`src/rtl/muldiv_unit_if.sv`:
```
// Request/response bundle between the EX stage and the multiply/divide unit.
interface muldiv_unit_if #(parameter int WIDTH = 32);
   logic             start;
   logic [1:0]       op;
   logic [WIDTH-1:0] a;
   logic [WIDTH-1:0] b;
   logic             flush;
   logic             mthi_we;
   logic             mtlo_we;
   logic [WIDTH-1:0] wdata;
   logic             busy;
   logic             done;
   logic             div_by_zero;
   logic [WIDTH-1:0] hi;
   logic [WIDTH-1:0] lo;

   modport master (
      output start, op, a, b, flush, mthi_we, mtlo_we, wdata,
      input  busy, done, div_by_zero, hi, lo
   );

   modport slave (
      input  start, op, a, b, flush, mthi_we, mtlo_we, wdata,
      output busy, done, div_by_zero, hi, lo
   );
endinterface

```
`src/rtl/muldiv_unit.sv`:
```
// Iterative MULT/MULTU/DIV/DIVU with HI/LO: shift-add multiply, restoring divide,
// operating on magnitudes with a final sign-fix cycle.
module muldiv_unit #(
   parameter int WIDTH = 32
) (
   input  logic          clk,
   input  logic          rst_n,
   muldiv_unit_if.slave  bus
);
   typedef enum logic [1:0] {S_IDLE, S_RUN, S_FIX} state_e;

   localparam logic [5:0] LAST = 6'(WIDTH - 1);

   state_e           state_q, state_d;
   logic [5:0]       cnt_q, cnt_d;
   logic [WIDTH-1:0] acc_hi_q, acc_hi_d;
   logic [WIDTH-1:0] acc_lo_q, acc_lo_d;
   logic [WIDTH-1:0] opb_q, opb_d;
   logic             is_div_q, is_div_d;
   logic             pneg_q, pneg_d;
   logic             rneg_q, rneg_d;
   logic             dz_q, dz_d;
   logic [WIDTH-1:0] hi_q, hi_d;
   logic [WIDTH-1:0] lo_q, lo_d;
   logic             done_q, done_d;
   logic             dzp_q, dzp_d;

   logic             sgn_op;
   logic             b_zero;
   logic [WIDTH-1:0] mag_a, mag_b;
   logic [WIDTH:0]   mul_sum;
   logic [WIDTH:0]   div_shift;
   logic [WIDTH:0]   div_diff;
   logic [2*WIDTH-1:0] prod_fix;

   assign sgn_op = ~bus.op[0];
   assign b_zero = (bus.b == '0);
   assign mag_a  = (sgn_op && bus.a[WIDTH-1]) ? -bus.a : bus.a;
   assign mag_b  = (sgn_op && bus.b[WIDTH-1]) ? -bus.b : bus.b;

   // acc_lo holds the multiplier (multiply) or the dividend/quotient (divide)
   assign mul_sum   = {1'b0, acc_hi_q} + {1'b0, (acc_lo_q[0] ? opb_q : {WIDTH{1'b0}})};
   assign div_shift = {acc_hi_q, acc_lo_q[WIDTH-1]};
   assign div_diff  = div_shift - {1'b0, opb_q};
   assign prod_fix  = pneg_q ? -{acc_hi_q, acc_lo_q} : {acc_hi_q, acc_lo_q};

   always_comb begin
      state_d  = state_q;
      cnt_d    = cnt_q;
      acc_hi_d = acc_hi_q;
      acc_lo_d = acc_lo_q;
      opb_d    = opb_q;
      is_div_d = is_div_q;
      pneg_d   = pneg_q;
      rneg_d   = rneg_q;
      dz_d     = dz_q;
      hi_d     = hi_q;
      lo_d     = lo_q;
      done_d   = 1'b0;
      dzp_d    = 1'b0;
      unique case (state_q)
         S_IDLE: begin
            if (bus.start) begin
               state_d  = (bus.op[1] && b_zero) ? S_FIX : S_RUN;
               cnt_d    = '0;
               acc_hi_d = '0;
               acc_lo_d = mag_a;
               opb_d    = mag_b;
               is_div_d = bus.op[1];
               pneg_d   = sgn_op & (bus.a[WIDTH-1] ^ bus.b[WIDTH-1]);
               rneg_d   = sgn_op & bus.a[WIDTH-1];
               dz_d     = bus.op[1] & b_zero;
            end else begin
               if (bus.mthi_we) hi_d = bus.wdata;
               if (bus.mtlo_we) lo_d = bus.wdata;
            end
         end
         S_RUN: begin
            cnt_d = cnt_q + 6'd1;
            if (is_div_q) begin
               // borrow out of the trial subtract means the divisor did not fit
               if (!div_diff[WIDTH]) begin
                  acc_hi_d = div_diff[WIDTH-1:0];
                  acc_lo_d = {acc_lo_q[WIDTH-2:0], 1'b1};
               end else begin
                  acc_hi_d = div_shift[WIDTH-1:0];
                  acc_lo_d = {acc_lo_q[WIDTH-2:0], 1'b0};
               end
            end else begin
               acc_hi_d = mul_sum[WIDTH:1];
               acc_lo_d = {mul_sum[0], acc_lo_q[WIDTH-1:1]};
            end
            if (cnt_q == LAST) state_d = S_FIX;
         end
         S_FIX: begin
            state_d = S_IDLE;
            done_d  = 1'b1;
            dzp_d   = dz_q;
            if (!dz_q) begin
               if (is_div_q) begin
                  hi_d = rneg_q ? -acc_hi_q : acc_hi_q;
                  lo_d = pneg_q ? -acc_lo_q : acc_lo_q;
               end else begin
                  hi_d = prod_fix[2*WIDTH-1:WIDTH];
                  lo_d = prod_fix[WIDTH-1:0];
               end
            end
         end
         default: state_d = S_IDLE;
      endcase
      // flush beats everything, including a same-cycle start or MTHI/MTLO
      if (bus.flush) begin
         state_d = S_IDLE;
         done_d  = 1'b0;
         dzp_d   = 1'b0;
         hi_d    = hi_q;
         lo_d    = lo_q;
      end
   end

   always_ff @(posedge clk or negedge rst_n) begin
      if (!rst_n) begin
         state_q  <= S_IDLE;
         cnt_q    <= '0;
         acc_hi_q <= '0;
         acc_lo_q <= '0;
         opb_q    <= '0;
         is_div_q <= 1'b0;
         pneg_q   <= 1'b0;
         rneg_q   <= 1'b0;
         dz_q     <= 1'b0;
         hi_q     <= '0;
         lo_q     <= '0;
         done_q   <= 1'b0;
         dzp_q    <= 1'b0;
      end else begin
         state_q  <= state_d;
         cnt_q    <= cnt_d;
         acc_hi_q <= acc_hi_d;
         acc_lo_q <= acc_lo_d;
         opb_q    <= opb_d;
         is_div_q <= is_div_d;
         pneg_q   <= pneg_d;
         rneg_q   <= rneg_d;
         dz_q     <= dz_d;
         hi_q     <= hi_d;
         lo_q     <= lo_d;
         done_q   <= done_d;
         dzp_q    <= dzp_d;
      end
   end

   assign bus.busy        = (state_q != S_IDLE);
   assign bus.done        = done_q;
   assign bus.div_by_zero = dzp_q;
   assign bus.hi          = hi_q;
   assign bus.lo          = lo_q;
endmodule

```
`src/flat_wrapper.sv`:
```
// flat-port wrapper written by rule: the top's interface ports become plain ports
module muldiv_unit_flat 
#(
   parameter int WIDTH = 32
)
  (clk, rst_n, bus_start, bus_op, bus_a, bus_b, bus_flush, bus_mthi_we, bus_mtlo_we, bus_wdata, bus_busy, bus_done, bus_div_by_zero, bus_hi, bus_lo);
  muldiv_unit_if #(.WIDTH(WIDTH)) bus_i ();
  input  logic clk;
  input  logic rst_n;
  input wire logic [$bits(bus_i.start)-1:0] bus_start;
  input wire logic [$bits(bus_i.op)-1:0] bus_op;
  input wire logic [$bits(bus_i.a)-1:0] bus_a;
  input wire logic [$bits(bus_i.b)-1:0] bus_b;
  input wire logic [$bits(bus_i.flush)-1:0] bus_flush;
  input wire logic [$bits(bus_i.mthi_we)-1:0] bus_mthi_we;
  input wire logic [$bits(bus_i.mtlo_we)-1:0] bus_mtlo_we;
  input wire logic [$bits(bus_i.wdata)-1:0] bus_wdata;
  output wire logic [$bits(bus_i.busy)-1:0] bus_busy;
  output wire logic [$bits(bus_i.done)-1:0] bus_done;
  output wire logic [$bits(bus_i.div_by_zero)-1:0] bus_div_by_zero;
  output wire logic [$bits(bus_i.hi)-1:0] bus_hi;
  output wire logic [$bits(bus_i.lo)-1:0] bus_lo;
  assign bus_i.start = bus_start;
  assign bus_i.op = bus_op;
  assign bus_i.a = bus_a;
  assign bus_i.b = bus_b;
  assign bus_i.flush = bus_flush;
  assign bus_i.mthi_we = bus_mthi_we;
  assign bus_i.mtlo_we = bus_mtlo_we;
  assign bus_i.wdata = bus_wdata;
  assign bus_busy = bus_i.busy;
  assign bus_done = bus_i.done;
  assign bus_div_by_zero = bus_i.div_by_zero;
  assign bus_hi = bus_i.hi;
  assign bus_lo = bus_i.lo;
  muldiv_unit #(.WIDTH(WIDTH)) u_core (.clk(clk), .rst_n(rst_n), .bus(bus_i));
endmodule
```
`config.mk`:
```
export PLATFORM = sky130hd
export DESIGN_NAME = muldiv_unit_flat
export DESIGN_NICKNAME = d
export VERILOG_FILES = /design/src/rtl/muldiv_unit_if.sv /design/src/rtl/muldiv_unit.sv /design/src/flat_wrapper.sv
export SDC_FILE = /design/constraint.sdc
export NUM_CORES = 1
export LEC_CHECK = 0
export ABC_AREA = 1
export BUFFER_PORTS_ARGS = -buffer_cell sky130_fd_sc_hd__buf_2
export CELL_PAD_IN_SITES_DETAIL_PLACEMENT = 1
export CELL_PAD_IN_SITES_GLOBAL_PLACEMENT = 1
export CORE_MARGIN = 8
export CORE_UTILIZATION = 39
export CTS_BUF_LIST = sky130_fd_sc_hd__clkbuf_8
export DETAILED_ROUTE_END_ITERATION = 10
export GPL_TIMING_DRIVEN = 1
export HOLD_SLACK_MARGIN = 0.15
export PLACE_DENSITY_LB_ADDON = 0.1
export RECOVER_POWER = 50
export SETUP_SLACK_MARGIN = 0.5
export SYNTH_ARGS = -nofsm -noshare
export SYNTH_HDL_FRONTEND = slang
export SYNTH_SLANG_ARGS = --single-unit
```
`constraint.sdc`:
```
create_clock -name clk -period 2.6 [get_ports clk]
set_input_delay 0.39 -clock clk [delete_from_list [all_inputs] [get_ports clk]]
set_output_delay 0.39 -clock clk [all_outputs]
set_load 0.02 [all_outputs]
```
; Yosys cells after proc, flatten, opt, wreduce, memory -nomap -nowiden
; Index checks and enable logic that the tools add are counted.
[classes]
n_addsub = 8
n_eq_ne = 10
n_mux = 35
bitwise = 6
n_reduce_logical = 13
[ops]
columns = operator, n
row1 = 32-bit two-way mux, 18
row2 = 32-bit one-hot mux with 2 select lines, 4
row3 = 32-bit negator, 4
row4 = 64-bit two-way mux, 1
row5 = 64-bit negator, 1
row6 = 32-bit by 32-bit adder with 33-bit output, 1
row7 = 33-bit by 32-bit subtractor with 33-bit output, 1
row8 = 32-bit zero test, 1
row9 = 6-bit one-hot mux with 2 select lines, 1
row10 = 2-bit inequality test (second input constant), 5
row11 = 5-bit AND reduction, 2
row12 = 2-bit two-way mux, 4
row13 = 6-bit by 1-bit adder with 6-bit output (second input constant), 1
row14 = 6-bit by 5-bit == test with 1-bit output (second input constant), 1
row15 = 6-bit two-way mux, 1
row16 = 2-bit AND reduction, 3
row17 = 2-bit nonzero test, 3
row18 = 1-bit two-way mux, 5
row19 = 2-bit one-hot mux with 2 select lines, 1
row20 = 1-bit bitwise AND, 3
row21 = 1-bit logical AND, 3
row22 = 3-bit by 2-bit inequality test with 1-bit output (second input constant), 1
row23 = 3-bit inequality test (second input constant), 1
row24 = 2-bit by 1-bit == test with 1-bit output (second input constant), 1
row25 = 4 further kinds, 5
[totals]
regBits = 174
input_bits = 104
out_inout_bits = 67
wordCells = 85

; Depth between registers and ports, before layout
[depth]
depth_word = 6
depth_mapped = 21
mapped_depth_nobuf = 19

; Least setup slack after synthesis
; No wires, ideal clock.
[synth_path]
path_type = register -> register
from = reg u_core.acc_lo_q[0]
to = reg u_core.acc_hi_q[29]
setup_ps = 116
arrival_ps = 2452
t_required_ps = 2484
slack_ps = 32
path_stages_with_launch = 20
path_buffers = 2
period_less_slack_ps = 2568
path_cell_list = dfrtp_1 buf_2 clkbuf_1 nand2_1 inv_1 ha_1 inv_1 fa_1 o21ai_1 nand2_1 nand2_1 nand2_1 nand2_1 nand2_1 nand3_1 nand3_1 nand2_1 inv_1 nand2_1 nand2_1
[synth_between]
elab_chain_cells = 4
[synth_rtl]
columns = element, line
row1 = from (decl), muldiv_unit.sv:17  ; logic [WIDTH-1:0] acc_lo_q, acc_lo_d;
row2 = from (signal assigned), muldiv_unit.sv:140  ; acc_lo_q <= acc_lo_d;
row3 = 32-bit two-way mux, muldiv_unit.sv:42  ; assign mul_sum = {1'b0, acc_hi_q} + {1'b0, (acc_lo_q[0] ? opb_q : {WIDTH{1'b0}})};
row4 = 32-bit by 32-bit adder with 33-bit output, muldiv_unit.sv:42
row5 = 32-bit two-way mux, muldiv_unit.sv:80  ; if (is_div_q) begin
row6 = 32-bit one-hot mux with 2 select lines, muldiv_unit.sv:61  ; unique case (state_q)
row7 = to (signal assigned), muldiv_unit.sv:139  ; acc_hi_q <= acc_hi_d;
row8 = to (decl), muldiv_unit.sv:16  ; logic [WIDTH-1:0] acc_hi_q, acc_hi_d;
; No other way between the ends.
; A chain may end at the register's enable or synchronous reset.

; Final worst setup path
[layout_path]
from = reg u_core.opb_q[0]
to = reg u_core.acc_hi_q[10]
[layout_between]
elab_chain_cells = 4
elab_cells_between_ends = 6
classes_between = add/sub (2) / mux (4)
[layout_rtl]
columns = element, line
row1 = from (decl), muldiv_unit.sv:18  ; logic [WIDTH-1:0] opb_q, opb_d;
row2 = from (signal assigned), muldiv_unit.sv:141  ; opb_q <= opb_d;
row3 = 33-bit by 32-bit subtractor with 33-bit output or 32-bit two-way mux (tied branches), "muldiv_unit.sv:44, muldiv_unit.sv:42"
row4 = 32-bit two-way mux or 32-bit by 32-bit adder with 33-bit output (tied branches), "muldiv_unit.sv:82, muldiv_unit.sv:42"
row5 = 32-bit two-way mux *, muldiv_unit.sv:80
row6 = 32-bit one-hot mux with 2 select lines *, muldiv_unit.sv:61
; Mark *: on every way between the ends. The rest lies on a longest branch, timed or not.

==> flow_metrics.py <==
metrics = {
    "finish": {
        "final_area_sq_um": 24100,
        "drive_gt1_share_pct": 28.1,
        "syn2layout_area_growth_pct": 36.3,
        "stdcell_count": 3990,
        "nets": 3552,
        "diodes": 0,
        "fin_util_pct": 53.4,
    },
    "hold_path": {
        "hold_end": "u_core.bus.lo[9]",
        "whs_path_depth": 3,
        "hold_start": "bus_wdata[9]",
        "hold_path.class": "input pin to flip-flop",
    },
    "timing": {
        "slew_headroom_pct": -20.3,
        "period_share_pct": 99.2,
        "hold_viol": 0,
        "clock.fmax_ghz": 0.388,
        "period_needed_ns": 2.58,
        "tightest_slew_ns": 1.81,
        "fin_skew_ns": 0.0295,
        "rsz0062_at_grt": "yes",
        "setup_violations": 0,
        "slew_viol_final": 56,
    },
    "worst_setup_path": {
        "crit_family": "simple AND/OR/NAND/NOR gates",
        "cp_data_arrival_time_ns": 3.06,
        "crit_slowest_cell": "dfrtp_1",
        "crit_path_end_kind": "flip-flop",
        "crit_required_ns": 3.08,
        "worstSetupPathType": "flip-flop to flip-flop",
        "r2r_cells": 18,
        "r2r_end": "u_core.acc_hi_q[10]",
        "cp_num_buf_inv": 3,
        "crit_chain": "ha_2 > fa_2 > inv_2 > nand2_4 > nand2_4 > nand3_2 > nand2_2 > nand2_2 > nand2_4 > nand2_4 > nand3_4 > nand2_8 > buf_12 > buf_12 > nand3_2 > nand3_2 > nand2_1 > nand2_1",
        "startpoint_type": "flip-flop",
        "critPathMaxFanout": 6,
        "reg2reg_from": "u_core.opb_q[0]",
        "regToRegSetupSlack_ns": 0.02,
        "cp_common_cell": "nand2_4",
        "max_stage_delay_ns": 0.44,
    },
    "logic_synthesis": {
        "ys.flop_type": "dfrtp_1",
        "yosysTopAreaCell": "dfrtp_1",
        "synth.net_count": 3154,
        "yosys_register_bits": 174,
        "synth_top_area_share_pct": 24.6,
        "ys_async_sr_fraction_pct": 100,
        "synthTopCellsByCount": "nand2_1 (925), inv_1 (410), nand3_1 (309)",
        "synth_cell_type_count": 60,
        "postSynthAreaPerCell_sq_um": 5.93,
        "synthCells": 2979,
        "ys_seq_area_share_pct": 24.6,
        "synthTopCellsByArea": "dfrtp_1 (25%), nand2_1 (20%), nand3_1 (8.8%)",
        "synth-edff-count": 0,
        "yosysMostFrequentCell": "nand2_1",
        "synth_warnings": 0,
        "synth_area_sq_um": 17700,
    },
    "floorplan": {
        "die_area_sq_um": 52400,
        "dieWidth_um": 229,
        "dieHeight_um": 229,
        "rows": 78,
        "core-area_sq_um": 45100,
        "boundaryPins": 171,
        "initial_core_util_pct": 39.2,
    },
    "clock_network": {
        "clk_latency_ns": 0.59,
        "cts_tree": "done",
        "clockBufferDepth": 2,
        "cts.sinks": 174,
        "htree_levels": 4,
        "cts_made_buffers": 17,
        "root_buffer": "clkbuf_8",
        "cts.clk_slew.worst_paths_ns": 0.12,
    },
    "routing": {
        "post-route-drc-count": 0,
        "drt_iter0_markers": 1925,
        "num_vias": 22900,
        "wl_per_cell_um": 23.6,
        "wl_um": 94200,
        "detail-route-antenna-nets": 0,
        "vias_per_cell": 5.74,
        "firstDrtPassIters": 6,
    },
    "power_and_ir_drop": {
        "p_leak_nw": 11.8,
        "power_density_nw_per_um2": 1390,
        "vdd_drop_max_mv": 0.709,
    },
    "placed_design": {
        "dp_cells": 3838,
        "gp_congestion": 0.959,
        "io_buffers": 170,
        "placed_area_sq_um": 20400,
        "dp_hpwl_um": 72600,
    },
    "grt": {
        "grt_overflow": 0,
        "grt_max_degree": 72,
        "grt_antenna_before_repair": 0,
        "grtUsageTotal_pct": 33.8,
        "grt_pass1_vias": 23200,
        "grt_pass1_wl_um": 138000,
    },
    "job": {
        "maxCapViolations": 1,
    },
    "outcome": {
        "status": "finished, violations left",
        "violations": "max-capacitance violations, max-slew violations",
    },
}
[worst reg2reg max path, cell delays in order (launching register included)]
cell and delay, ns:
dfrtp_1 0.44, ha_2 0.22, fa_2 0.34, inv_2 0.09
nand2_4 0.06, nand2_4 0.08, nand3_2 0.08, nand2_2 0.10
nand2_2 0.07, nand2_4 0.08, nand2_4 0.08, nand3_4 0.13
nand2_8 0.09, buf_12 0.14, buf_12 0.14, nand3_2 0.06
nand3_2 0.11, nand2_1 0.10, nand2_1 0.07
[report_power, final]
part | internal, mW | switching, mW | total (mW)
combinational | 9.60 | 16.2 | 25.8
clock | 0.697 | 1.32 | 2.02
sequential | 3.98 | 1.62 | 5.60
total | 14.3 | 19.2 | 33.4
[cell type report]
cell class,instances,area [sq um]
well taps,600,751
inverters,420,1590
flip-flops and latches,174,4400
clock buffers,17,234
repair buffers,474,3510
fillers,6110,21000
clock inverters,15,134
multi-input cells,2290,13500
[per-stage QoR]
| stage | TNS (ns) | setup slack, ns | total power, mW | hold WS [ns] |
|---|---|---|---|---|
| floorplan | 0 | 0.390 | 17.3 | 0.0944 |
| global placement | -0.623 | -0.122 | 25.1 | 0.419 |
| detailed placement | -1.14 | -0.167 | 25.7 | 0.418 |
| CTS | 0 | 0.108 | 30.5 | 0.151 |
| global route | -0.435 | -0.0638 | 35.4 | 0.178 |
| finish | 0 | 0.0218 | 33.4 | 0.189 |
[state kept, by name (all words and copies together) (netlist names)]
| register | flops |
|---|---|
| u_core.opb_q | 32 |
| u_core.bus.hi | 32 |
| u_core.rneg_q | 1 |
| u_core.bus.div_by_zero | 1 |
| u_core.bus.lo | 32 |
| u_core.acc_hi_q | 32 |
| u_core.cnt_q | 6 |
| u_core.dz_q | 1 |
| u_core.pneg_q | 1 |
| u_core.is_div_q | 1 |
| u_core.acc_lo_q | 32 |
| u_core.state_q | 2 |
| u_core.bus.done | 1 |
[repair_timing]
action,4_1_cts,5_1_grt
hold buffers,29,0
resized for setup,262,322
endpoints found under the hold margin,88,0
cloned,3,0
pin swaps,59,110
setup buffers,58,30
setup endpoints to repair,95,137
[worst max path at each step]
stage | from | endpoint | slack, ns | cells past startpoint
2_1_floorplan | u_core.acc_lo_q[0] | u_core.acc_hi_q[25] | 0.39 | 19
3_3_place_gp | u_core.acc_hi_q[17] | u_core.acc_hi_q[24] | -0.12 | 16
3_5_place_dp | u_core.acc_hi_q[17] | u_core.acc_hi_q[24] | -0.17 | 16
4_1_cts | u_core.opb_q[0] | u_core.acc_hi_q[27] | 0.11 | 18
5_1_grt | u_core.acc_lo_q[0] | u_core.acc_hi_q[27] | -0.06 | 15
6_report | u_core.opb_q[0] | u_core.acc_hi_q[10] | 0.02 | 18
[routing by layer]
| layer | GRT usage, % | routed length (um) | vias up |
|---|---|---|---|
| met2 | 55.0 | 43500 | 922 |
| met5 | 0 | 0 | - |
| met3 | 7.22 | 6390 | 250 |
| li1 | - | - | 10400 |
| met1 | 42.0 | 39300 | 11300 |
| met4 | 16.9 | 5020 | 0 |
[cells by family (layout without fill, tap and decap cells)]
kind of cell	after synthesis	after routing	synth area share [%]
AND/OR/NAND/NOR	1662	1662	39.9
AO/OA/AOI/OAI	515	515	16.9
buffers and inverters	515	926	11.4
flip-flops	174	174	24.6
adder cells (fa/ha/maj)	71	71	5.11
XOR/XNOR	41	41	2.03
multiplexers	1	1	0.0637
[cells in the final DEF (no fill, tap or decap), types with 29 or more instances in the layout]
master,n
a21oi_1,143
a21oi_2,29
buf_2,144
buf_4,225
dfrtp_1,138
dfrtp_2,35
dlygate4sd3_1,29
ha_4,32
inv_1,389
nand2_1,830
nand2_2,73
nand3_1,198
nand3_2,93
nand4_1,40
nor2_1,216
nor2_2,51
o21ai_0,177
xor2_1,31
No activity file was read; power rests on OpenSTA's default activity.
